[config.mk]
export PLATFORM = sky130hd
export DESIGN_NAME = fifo_arb
export DESIGN_NICKNAME = d
export VERILOG_FILES = /design/src/rtl/fifo_arb.sv
export SDC_FILE = /design/constraint.sdc
export NUM_CORES = 1
export LEC_CHECK = 0
export CAP_MARGIN = 20
export CORE_AREA = 4 4 54 56
export DETAILED_ROUTE_END_ITERATION = 8
export DIE_AREA = 0 0 58 60
export GPL_TIMING_DRIVEN = 0
export PLACE_DENSITY_LB_ADDON = 0.2
export SLEW_MARGIN = 20
export SYNTH_ARGS = -nofsm -noshare
export SYNTH_HDL_FRONTEND = slang
export SYNTH_SLANG_ARGS = --single-unit
[constraint.sdc]
create_clock -name i_clk -period 2.3 [get_ports i_clk]
set_clock_uncertainty 0.2 [all_clocks]
set_input_delay 0.23 -clock i_clk [delete_from_list [all_inputs] [get_ports i_clk]]
set_output_delay 0.23 -clock i_clk [all_outputs]
set_load 0.005 [all_outputs]
[src/rtl/fifo_arb.sv]
// ---------------------------------------------------------------------------
// fifo_arb
//
// Arbitrates access to a single shared FIFO port. There are NWR write
// requesters and one read consumer. Each cycle at most one FIFO operation is
// issued. Writers are chosen by round-robin. When a write and a read are both
// eligible, the granted class alternates, starting with a read after reset.
//
// Parameters
//   NWR            number of write requesters (2..8)
//   DW             data width of the shared FIFO
//
// Ports
//   i_clk          sole clock, rising edge
//   i_rst          synchronous reset, active low
//   i_wr_req       per-requester write request (level, held until granted)
//   i_wr_data      requester i write data in bits [i*DW +: DW]
//   o_wr_gnt       one-hot write grant (combinational)
//   i_rd_req       consumer read request (level)
//   o_rd_gnt       read grant (combinational)
//   o_rd_vld       registered pulse one cycle after o_rd_gnt
//   o_fifo_en      FIFO enable (combinational)
//   o_fifo_wr_rd   1 = write, 0 = read (combinational)
//   o_fifo_wdata   write data of the granted requester, 0 when no write
//   i_fifo_full    FIFO full flag
//   i_fifo_empty   FIFO empty flag
// ---------------------------------------------------------------------------
module fifo_arb #(
  parameter int NWR = 4,
  parameter int DW  = 8
) (
  input  logic              i_clk,
  input  logic              i_rst,
  input  logic [NWR-1:0]    i_wr_req,
  input  logic [NWR*DW-1:0] i_wr_data,
  output logic [NWR-1:0]    o_wr_gnt,
  input  logic              i_rd_req,
  output logic              o_rd_gnt,
  output logic              o_rd_vld,
  output logic              o_fifo_en,
  output logic              o_fifo_wr_rd,
  output logic [DW-1:0]     o_fifo_wdata,
  input  logic              i_fifo_full,
  input  logic              i_fifo_empty
);

  localparam int PW = (NWR > 1) ? $clog2(NWR) : 1;

  // The class of the last issued operation. It decides who wins the next
  // contended cycle.
  typedef enum logic {
    OP_READ  = 1'b0,
    OP_WRITE = 1'b1
  } op_e;

  op_e           r_lastOp;
  op_e           w_lastOpNext;
  logic [PW-1:0] r_rrPtr;
  logic [PW-1:0] w_rrPtrNext;
  logic          r_rdVld;

  logic          w_wrFound;
  logic [PW-1:0] w_wrIdx;
  logic          w_wrElig;
  logic          w_rdElig;
  logic          w_grantWr;
  logic          w_grantRd;
  logic [NWR-1:0] w_wrGnt;
  logic [DW-1:0]  w_wdata;

  // Round-robin search over the write requests, starting at r_rrPtr.
  // The loop walks the offsets from the farthest to the nearest, so the
  // requester closest to the pointer is the last one written and wins. The
  // modulo is done with a single conditional subtract. r_rrPtr is always
  // below NWR, so one subtract is enough.
  always_comb begin
    logic [PW:0] sum;
    w_wrFound = 1'b0;
    w_wrIdx   = '0;
    sum       = '0;
    for (int off = NWR - 1; off >= 0; off--) begin
      sum = {1'b0, r_rrPtr} + (PW+1)'(off);
      if (sum >= (PW+1)'(NWR)) begin
        sum = sum - (PW+1)'(NWR);
      end
      if (i_wr_req[sum[PW-1:0]]) begin
        w_wrFound = 1'b1;
        w_wrIdx   = sum[PW-1:0];
      end
    end
  end

  // Class arbitration and next-state logic for the last-op register and the
  // round-robin pointer. Reset is folded into both eligibilities. A cycle
  // with i_rst low therefore issues nothing, and the registers see no grant.
  // In a contended cycle the class opposite to r_lastOp wins. This makes
  // writes and reads strictly alternate when both keep asking.
  always_comb begin
    w_wrElig     = i_rst & w_wrFound & ~i_fifo_full;
    w_rdElig     = i_rst & i_rd_req & ~i_fifo_empty;
    w_grantWr    = 1'b0;
    w_grantRd    = 1'b0;
    w_lastOpNext = r_lastOp;
    w_rrPtrNext  = r_rrPtr;

    if (w_wrElig && w_rdElig) begin
      if (r_lastOp == OP_WRITE) begin
        w_grantRd = 1'b1;
      end else begin
        w_grantWr = 1'b1;
      end
    end else if (w_wrElig) begin
      w_grantWr = 1'b1;
    end else if (w_rdElig) begin
      w_grantRd = 1'b1;
    end

    if (w_grantWr) begin
      w_lastOpNext = OP_WRITE;
      if (w_wrIdx == PW'(NWR - 1)) begin
        w_rrPtrNext = '0;
      end else begin
        w_rrPtrNext = w_wrIdx + PW'(1);
      end
    end else if (w_grantRd) begin
      w_lastOpNext = OP_READ;
    end
  end

  // One-hot write grant and write data mux. The data bus is forced to zero
  // whenever no writer holds the grant.
  always_comb begin
    w_wrGnt = '0;
    w_wdata = '0;
    if (w_grantWr) begin
      w_wrGnt[w_wrIdx] = 1'b1;
    end
    for (int i = 0; i < NWR; i++) begin
      if (w_wrGnt[i]) begin
        w_wdata = i_wr_data[i*DW +: DW];
      end
    end
  end

  // State registers: round-robin pointer, last-op class and the read-valid
  // pulse. Reset sends the pointer to requester 0. Reset also sets the last op
  // to write, so the first contended cycle serves the reader.
  always_ff @(posedge i_clk) begin
    if (!i_rst) begin
      r_rrPtr  <= '0;
      r_lastOp <= OP_WRITE;
      r_rdVld  <= 1'b0;
    end else begin
      r_rrPtr  <= w_rrPtrNext;
      r_lastOp <= w_lastOpNext;
      r_rdVld  <= w_grantRd;
    end
  end

  assign o_wr_gnt     = w_wrGnt;
  assign o_rd_gnt     = w_grantRd;
  assign o_rd_vld     = r_rdVld;
  assign o_fifo_en    = w_grantWr | w_grantRd;
  assign o_fifo_wr_rd = w_grantWr;
  assign o_fifo_wdata = w_wdata;

  // Structural invariants of the grant outputs.
  aGntExclusive : assert property (@(posedge i_clk) disable iff (!i_rst)
    !(o_rd_gnt && (|o_wr_gnt)));
  aWrGntOneHot  : assert property (@(posedge i_clk) disable iff (!i_rst)
    $onehot0(o_wr_gnt));
  aNoWrWhenFull : assert property (@(posedge i_clk) disable iff (!i_rst)
    i_fifo_full |-> (o_wr_gnt == '0));
  aNoRdWhenEmpty : assert property (@(posedge i_clk) disable iff (!i_rst)
    i_fifo_empty |-> !o_rd_gnt);

endmodule

==> run_results.csv, run 1 <==
group,metric,value,unit
status,outcome,"finished with violations",
status,violations,"negative setup slack",
synth,postSynthCellCount,92,
synth,synth_area_leader_cell,"dfxtp_1",
worst_hold_path,hp-class,"in2reg",
sta,hold_ws,0.2296,ns
global_route,grt_util_met1,17.44,%
global_route,grt_pass1_vias,971,
global_route,grt_pass1_wl,4.188,mm
sta,fin_crit_sh,113.8,%
synth,synth_top_area_share,12.28,%
finish,diodes,0,
sta,rsz0062_at_grt,"yes",
synth,synth-main-ff-cell,"dfxtp_1",
sta,fin_crit,2.618,ns
power,p_leak,0.0006978,µW
synth,synth_seq_cells,4,
die,core,0.002432,mm²
power,clkPwrFrac,14.3,%
synth,yosys_warnings,0,
power,switching_share,34.54,%
routing,post_drt_wl_per_cell,13.65,µm
setup_path,endpoint_kind,"output pin",
synth,synthTopCellsByCount,"inv_1, nand2_1, a21oi_1",
power,ir_drop,0.0002702,V
die,initial_core_util,26.80,%
die,die_w,58,µm
sta,hold_violations,0,
finish,utilization,62.55,%
setup_path,crit_type,"in2out",
clock_tree,clock_latency,0.24,ns
global_route,antenna_found_initial,0,
clock_tree,htreeDepth,1,
run,drv_cap,0,
setup_path,crit_required,1.87,ns
clock_tree,cts_tree,"done",
die,num_rows,18,
power,combinationalPowerShare,72.2,%
global_route,use_met2,28.06,%
routing,dr.first_iter.drc_count,23,
sta,slew_headroom,83.68,%
global_route,met3_usage,3.672,%
sta,worst_slack,-0.3176,ns
global_route,grt_max_degree,11,
routing,ant_nets,0,
global_route,grt_overflow,0,
routing,vias,932,
finish,area_growth,133.4,%
clock_tree,cts_made_buffers,3,
synth,yosysUniqueCellTypes,30,
setup_path,cp-start-kind,"primary input",
synth,async_flop_share,0,%
synth,synth_edf_count,0,
synth,seq_area_frac_synth,12.28,%
synth,synth_area_leaders,"dfxtp_1, a211o_1, a221oi_1, ha_1, inv_1",
die,pin_count,57,
synth,avgSynthCellArea,7.086,µm²
global_route,top_usage_layer,"met2",
sta,fmax,382.0,MHz
power,power.density,402.6,mW/mm²
routing,routed_wl,2.661,mm
die,dieArea,0.003480,mm²
die,dieHeight,60,µm
sta,setup_viol,9,
place,numPortBuffers,56,
setup_path,crit_fanout,6,
place,place_congestion,0.7407,
clock_tree,clk_pin_slew,0.04,ns
place,place_hpwl,1.919,mm
synth,synth_nets,137,
finish,drive_gt1_share,39.39,%
power,intPower,400.9,µW
power,p_sw,211.6,µW
power,p_seq_share,13.5,%
clock_tree,clock-sinks,4,
finish,num-nets-final,212,
synth,post-synth-top-count-cell,"inv_1",
clock_tree,cts_root_buf,"clkbuf_4",
routing,vias_per_cell,4.779,
sta,slew_viol_final,0,
place,pre_cts_slack,-1.226,ns
routing,dr.pass1.iters,4,
setup_path,crit_arrival,2.19,ns
routing,route.detailed.drc,0,
global_route,grt_usage,15.39,%
sta,worst_pin_slew,0.2428,ns
clock_tree,clk_path_buf_depth,2,
synth,syn-cell-area,651.9,µm²
-- critical path, cell delays in order --
cell           delay, ns
dlygate4sd2_1       0.30
o221a_2             0.31
o22ai_4             0.14
buf_4               0.14
ha_1                0.15
nor2b_4             0.25
buf_4               0.15
a221oi_2            0.05
a211o_1             0.24
a21oi_2             0.11
buf_2               0.12
-- metrics by stage --
stage / TNS [ns] / total power [µW] / instance area [µm²] / std cells
final: -2.413 / 612.5 / 1521 / 195
after global routing: -3.664 / 660.9 / 1521 / 195
after CTS: -2.934 / 590.8 / 1498 / 195
after detailed placement: -12.71 / 393.2 / 1285 / 178
after global placement: -12.07 / 387.8 / 1285 / 178
after floorplan: -0.01140 / 251.8 / 686.9 / 92
-- sequential cells by signal, indices dropped and copies added, names as in the netlist --
signal,cells
o_rd_vld,1
r_rrPtr,2
r_lastOp,1
-- area by class of cell --
cell class                      count  area [µm²]
Fill cell                         231       910.9
Timing Repair Buffer               74       670.6
Multi-Input combinational cell     67       601.8
Sequential cell                     4       82.58
Inverter                           14       57.56
Buffer                              3       48.80
Tap cell                           30       37.54
Clock buffer                        3       22.52
-- per-layer routing --
layer / vias to the layer above / routed length (µm)
li1: 477 / -
met1: 419 / 986
met2: 30 / 1500
met3: 6 / 128
met4: 0 / 46
met5: - / 0
-- kinds of logic (layout without fill, tap and decap cells) --
group	after synthesis	in the layout	synth area share [%]
buffers and inverters	21	94	15.93
AO/OA/AOI/OAI	33	33	38.00
adder cells (fa/ha/maj)	4	4	7.678
flip-flops	4	4	12.28
AND/OR/NAND/NOR	30	30	26.10
-- final timing paths --
kind | start | end | slack, ns | depth (start not counted)
worst max-delay path | i_wr_req[3] | o_fifo_wdata[3] | -0.32 | 11
worst min-delay path | i_rst | r_lastOp$_SDFFE_PP1P_ | 0.23 | 2
worst max register to register | r_rrPtr[1]$_SDFFE_PN0P_ | r_rrPtr[1]$_SDFFE_PN0P_ | 0.61 | 8
worst min register to register | r_lastOp$_SDFFE_PP1P_ | r_lastOp$_SDFFE_PP1P_ | 0.33 | 1
-- cell usage in the layout, fill, tap and decap left out, types with 2 or more instances in the layout --
cell	instances
a21oi_2	8
a211o_1	8
nand2_1	11
inv_1	11
buf_2	10
clkbuf_4	3
clkdlybuf4s15_1	3
inv_2	2
nand2b_1	2
a221oi_2	6
and2_1	4
a221oi_1	2
buf_12	2
clkdlybuf4s50_1	38
dfxtp_2	2
ha_4	3
buf_6	4
dlygate4sd2_1	4
buf_8	2
buf_4	12
nor2_1	4
dfxtp_1	2
-- power by group through the flow --
stage               clock, µW  sequential, µW  combinational (µW)
finish                   87.7            82.5                 442
global route             96.4            83.1                 481
CTS                      90.8            81.4                 419
detailed placement          0            82.4                 311
global placement            0            82.2                 306
floorplan                   0            81.4                 170
-- timing repair --
item | CTS | global route
endpoints found under the setup margin | 14 | 11
buffers inserted | 16 | 2
pin swaps | 21 | 12
hold buffers | 0 | 0
resized for setup | 76 | 13
Note: power is estimated with default switching activity, not from simulation.
==> inputs of run 2 (changes only) <==
--- a/config.mk
+++ b/config.mk
@@ -11,6 +11,7 @@
 export DIE_AREA = 0 0 58 60
 export GPL_TIMING_DRIVEN = 0
 export PLACE_DENSITY_LB_ADDON = 0.2
+export SETUP_SLACK_MARGIN = 0.15
 export SLEW_MARGIN = 20
 export SYNTH_ARGS = -nofsm -noshare
 export SYNTH_HDL_FRONTEND = slang
==> constraint.sdc (replaced) <==
create_clock -name i_clk -period 2.3 [get_ports i_clk]
set_clock_uncertainty 0.2 [all_clocks]
set_input_delay 0.46 -clock i_clk [delete_from_list [all_inputs] [get_ports i_clk]]
set_output_delay 0.46 -clock i_clk [all_outputs]
set_load 0.005 [all_outputs]
==> run 2 against run 1 <==
Net effect: the run still ends with negative setup slack left; clock-buffer cell count is the same; routed wire length is 22% higher; critical path depth rose by 1; fmax shrank 13%; critical path type is now reg2out; final area grew 19%; combinational power is 25% higher; via count rose by 9.4%; setup slack lost 0.38 ns; flip-flop and latch count stayed put; total power up 19%; highest routed layer unchanged; critical endpoint is now o_fifo_wdata[4]; first-iteration DRC count increased by 17%; largest cell class unchanged; cell count increased by 5.6%.
==> run_results.csv, run 2 (synthesis gave the netlist of run 1 again) <==
group,metric,value,unit
status,outcome,"finished with violations",
status,violations,"negative setup slack",
finish,regMostFlops,"r_rrPtr",
routing,post_drt_wl_per_cell,15.80,µm
routing,dr.first_iter.drc_count,27,
routing,dr.pass1.iters,4,
die,dieArea,0.003480,mm²
die,die_w,58,µm
die,dieHeight,60,µm
global_route,grt_overflow,0,
clock_tree,cts_made_buffers,3,
die,num_rows,18,
sta,worst_slack,-0.6955,ns
sta,worst_pin_slew,0.2113,ns
power,switching_share,34.52,%
power,p_sw,252.0,µW
routing,route.detailed.drc,0,
sta,fin_crit,2.995,ns
global_route,antenna_found_initial,0,
global_route,grt_max_degree,10,
routing,routed_wl,3.255,mm
sta,slew_headroom,85.91,%
die,pin_count,57,
run,drv_cap,0,
sta,fin_crit_sh,130.2,%
routing,vias,1020,
routing,vias_per_cell,4.951,
setup_path,cp-start-kind,"flop",
place,place_congestion,0.7625,
finish,finalInstanceArea,0.001818,mm²
clock_tree,cts_root_buf,"clkbuf_4",
finish,num-nets-final,223,
finish,final_cell_mix,"clkdlybuf4s50_1, buf_6, buf_4, nand2_1",
clock_tree,htreeDepth,1,
setup_path,crit_required,1.64,ns
finish,final_common_cell,"clkdlybuf4s50_1",
die,initial_core_util,26.80,%
finish,largest_reg_flops,2,
sta,rsz0062_at_grt,"yes",
finish,diodes,0,
setup_path,crit_type,"reg2out",
global_route,grt_usage,17.95,%
power,power,729.9,µW
power,intPower,477.9,µW
global_route,grt_pass1_vias,1103,
global_route,grt_pass1_wl,4.871,mm
finish,drive_gt1_share,52.27,%
setup_path,endpoint_kind,"output pin",
sta,slew_viol_final,0,
place,placed_area,0.001353,mm²
clock_tree,hold_buffers,0,
power,p_leak,0.0008250,µW
sta,hold_violations,0,
power,power.density,401.5,mW/mm²
power,clkPwrFrac,12.7,%
worst_hold_path,hp-class,"in2reg",
place,numPortBuffers,56,
finish,area_growth,178.9,%
die,core,0.002432,mm²
finish,fillers,174,
setup_path,crit_arrival,2.34,ns
sta,setup_viol,11,
clock_tree,clock_latency,0.24,ns
clock_tree,clk_path_buf_depth,2,
power,combinationalPowerShare,75.7,%
power,p_seq_share,11.6,%
clock_tree,cts_tree,"done",
power,ir_drop,0.0003378,V
sta,fmax,333.8,MHz
clock_tree,clock-sinks,4,
clock_tree,clk_pin_slew,0.05,ns
setup_path,crit_fanout,5,
routing,ant_nets,0,
place,place_hpwl,1.930,mm
[run 2: changes by cell type in the layout (fill, tap and decap cells not counted), moves of 3 or more]
cell             delta
buf_8               +4
buf_6              +10
clkdlybuf4s50_1     -5
buf_12              +3
[run 2: final timing paths]
kind | startpoint | end | slack, ns | depth (start not counted)
worst max-delay path | r_rrPtr[1]$_SDFFE_PN0P_ | o_fifo_wdata[4] | -0.70 | 12
worst min-delay path | i_rst | r_lastOp$_SDFFE_PP1P_ | 0.30 | 2
worst max register to register | r_rrPtr[1]$_SDFFE_PN0P_ | r_rrPtr[1]$_SDFFE_PN0P_ | 0.63 | 8
worst min register to register | r_lastOp$_SDFFE_PP1P_ | o_rd_vld$_SDFF_PN0_ | 0.34 | 2
[run 2: final cells by class]
cell class / count / area (µm²) / area share, %
Clock buffer: 3 / 22.52 / 1.239
Sequential cell: 4 / 87.58 / 4.818
Buffer: 7 / 108.9 / 5.988
Inverter: 14 / 60.06 / 3.304
Multi-Input combinational cell: 67 / 659.4 / 36.27
Tap cell: 30 / 37.54 / 2.065
Timing Repair Buffer: 81 / 842.1 / 46.32
[run 2: power groups by stage]
stage / registers (µW) / clock network (µW) / logic [µW]
2_1_floorplan: 81.8 / 0 / 200
3_3_place_gp: 82.8 / 0 / 338
3_5_place_dp: 83.5 / 0 / 344
4_1_cts: 83.7 / 94.4 / 514
5_1_grt: 85.5 / 101 / 592
6_report: 85.0 / 92.4 / 553
[run 2: worst max-delay path: stages, from the launching register on]
cell	delay, ns
dfxtp_4	0.35
buf_12	0.12
nor3_4	0.21
o22ai_4	0.11
buf_6	0.13
ha_1	0.20
nor2b_1	0.13
buf_4	0.15
buf_4	0.13
a221oi_2	0.24
a211o_1	0.15
a21oi_2	0.05
buf_2	0.12
[run 2: what timing repair did]
item / CTS / global route
pin swaps: 18 / 21
gates cloned: 2 / 0
setup endpoints to repair: 15 / 14
resized for setup: 119 / 21
buffers inserted: 20 / 3
[run 2: per-layer routing]
metal	GRT usage [%]	routed length [µm]	up-vias
li1	-	-	503
met1	18.46	1227	479
met2	35.32	1837	36
met3	3.672	182	2
met4	6.623	7	0
met5	0	0	-
[run 2: through the flow]
step	setup TNS, ns	util, %	worst slack [ns]	hold WS, ns	std cells
5_1_grt	-7.841	74.74	-0.8510	0.3127	206
4_1_cts	-6.079	71.60	-0.6793	0.3296	203
3_3_place_gp	-17.20	55.61	-1.485	0.2971	178
3_5_place_dp	-17.95	55.61	-1.568	0.3114	178
2_1_floorplan	-2.391	-	-0.3016	0.2778	92
6_report	-6.392	74.74	-0.6955	0.2994	206
==> inputs of run 3 (changes only) <==
--- a/config.mk
+++ b/config.mk
@@ -5,10 +5,9 @@
 export SDC_FILE = /design/constraint.sdc
 export NUM_CORES = 1
 export LEC_CHECK = 0
-export CAP_MARGIN = 20
-export CORE_AREA = 4 4 54 56
+export CORE_AREA = 4 4 51 53
 export DETAILED_ROUTE_END_ITERATION = 8
-export DIE_AREA = 0 0 58 60
+export DIE_AREA = 0 0 55 57
 export GPL_TIMING_DRIVEN = 0
 export PLACE_DENSITY_LB_ADDON = 0.2
 export SETUP_SLACK_MARGIN = 0.15
==> constraint.sdc (replaced) <==
create_clock -name i_clk -period 3 [get_ports i_clk]
set_clock_uncertainty 0.2 [all_clocks]
set_input_delay 0.6 -clock i_clk [delete_from_list [all_inputs] [get_ports i_clk]]
set_output_delay 0.6 -clock i_clk [all_outputs]
set_load 0.005 [all_outputs]
==> run 3 against run 2 <==
Net effect: the run still ends with negative setup slack left; clock-buffer cell count did not move; via count fell by 3.6%; cell count shrank 3.4%; flip-flop and latch count stayed put; setup slack improved by 0.38 ns; critical path depth increased by 2; sequential power is 23% lower; global-route usage shrank 0.37 points; largest cell class unchanged.
==> run_results.csv, run 3 (synthesis gave the netlist of run 1 again) <==
group,metric,value,unit
status,outcome,"finished with violations",
status,violations,"negative setup slack",
die,initial_core_util,30.34,%
clock_tree,htreeDepth,1,
setup_path,crit_type,"in2out",
global_route,grt_usage,17.58,%
global_route,grt_pass1_wl,4.133,mm
finish,drive_gt1_share,45.61,%
sta,worst_slack,-0.3193,ns
die,pin_count,57,
sta,hold_ws,0.2885,ns
routing,vias,983,
die,num_rows,17,
finish,diodes,0,
routing,vias_per_cell,4.940,
clock_tree,cts_tree,"done",
global_route,grt_max_degree,11,
sta,fin_crit,3.319,ns
finish,final_cell_mix,"clkdlybuf4s50_1, buf_4, buf_2",
place,place_congestion,0.6908,
worst_hold_path,hp-class,"reg2reg",
clock_tree,clk_path_buf_depth,2,
sta,fin_crit_sh,110.6,%
routing,ant_nets,0,
die,die_w,55,µm
routing,routed_wl,2.860,mm
global_route,antenna_found_initial,0,
global_route,grt_overflow,0,
setup_path,crit_arrival,2.52,ns
clock_tree,clock-sinks,4,
routing,dr.pass1.iters,4,
setup_path,worst-r2r-cell-count,7,
worst_hold_path,whs_path_depth,2,
sta,rsz0062_at_grt,"yes",
run,drv_cap,0,
sta,worst_pin_slew,0.2579,ns
sta,setup_viol,8,
setup_path,cp-start-kind,"primary input",
sta,hold_violations,0,
place,numPortBuffers,56,
die,dieArea,0.003135,mm²
routing,post_drt_wl_per_cell,14.37,µm
finish,regMostFlops,"r_rrPtr",
global_route,grt_pass1_vias,964,
setup_path,crit_fanout,3,
routing,route.detailed.drc,0,
clock_tree,cts_made_buffers,3,
routing,dr.first_iter.drc_count,15,
sta,slew_viol_final,0,
finish,area_growth,145.9,%
clock_tree,clk_pin_slew,0.04,ns
power,p_leak,0.0007694,µW
sta,fin_setup_tns,-2.102,ns
die,core,0.002148,mm²
power,power.density,307.2,mW/mm²
finish,final_common_cell,"clkdlybuf4s50_1",
power,ir_drop,0.0003153,V
clock_tree,clock_latency,0.24,ns
sta,fmax,301.3,MHz
finish,largest_reg_flops,2,
setup_path,crit_required,2.20,ns
clock_tree,cts_root_buf,"clkbuf_4",
sta,slew_headroom,82.81,%
setup_path,endpoint_kind,"output pin",
die,dieHeight,57,µm
finish,num-nets-final,218,
place,place_hpwl,1.969,mm
==> run 3: cell types whose count changed in the layout (fill, tap and decap cells not counted), sizes merged, moves of 2 or more <==
cell           before  now
clkdlybuf4s15       2    0
buf                46   42
clkdlybuf4s50      33   35
dlymetal6s2s        0    2
clkbuf              6    3
==> run 3: layer usage <==
layer | track usage [%] | part of all wire [%] | up-vias
met3 | 4.961 | 6.5 | 6
li1 | - | - | 488
met4 | 7.639 | 1.9 | 0
met5 | 0 | 0 | -
met2 | 29.39 | 53 | 35
met1 | 20.19 | 39 | 454
==> run 3: critical path, stage by stage <==
cell and delay [ns]:
buf_6 0.10, and2b_1 0.15, nor3_2 0.21, o22ai_4 0.11, buf_6 0.13, ha_4 0.14, nor2b_1 0.12, buf_4 0.14
buf_6 0.11, buf_6 0.10, a221oi_2 0.28, a211o_1 0.16, a21oi_2 0.05, buf_2 0.12
==> run 3: worst paths after layout <==
path                            slack [ns]                    start                 endpoint
worst max-delay path                 -0.32              i_wr_req[2]          o_fifo_wdata[1]
worst min-delay path                  0.29  r_rrPtr[1]$_SDFFE_PN0P_  r_rrPtr[1]$_SDFFE_PN0P_
worst max register to register        1.29  r_rrPtr[0]$_SDFFE_PN0P_  r_rrPtr[0]$_SDFFE_PN0P_
worst min register to register        0.29  r_rrPtr[1]$_SDFFE_PN0P_  r_rrPtr[1]$_SDFFE_PN0P_
==> run 3: repair_timing <==
action,in CTS,in global routing
pin swaps,21,12
endpoints found under the setup margin,15,13
cloned,1,0
setup buffers,15,4
hold buffers,0,0
gates resized for setup,96,17
endpoints found under the hold margin,0,0
==> run 3: where the power goes <==
| group | total [µW] | internal, µW | switching, µW |
|---|---|---|---|
| logic | 360 | 212 | 148 |
| clock network | 67.2 | 44.8 | 22.4 |
| registers | 65.1 | 58.6 | 6.49 |
==> run 3: cell type report <==
| type | count | area (µm²) |
|---|---|---|
| Fill cell | 155 | 545.5 |
| Buffer | 7 | 87.58 |
| Inverter | 14 | 60.06 |
| Sequential cell | 4 | 81.33 |
| Timing Repair Buffer | 76 | 689.4 |
| Clock buffer | 3 | 22.52 |
| Tap cell | 28 | 35.03 |
| Multi-Input combinational cell | 67 | 626.9 |
==> run 3: per-stage QoR <==
stage	area [µm²]	setup WS [ns]	std cells	util [%]	power [µW]
after global routing	1603	-0.3972	199	74.61	526.3
final	1603	-0.3193	199	74.61	492.3
after floorplan	719.4	0.1184	92	-	205.7
after global placement	1315	-1.097	176	61.21	313.2
after CTS	1529	-0.3116	195	71.17	463.3
after detailed placement	1315	-1.167	176	61.21	319.4
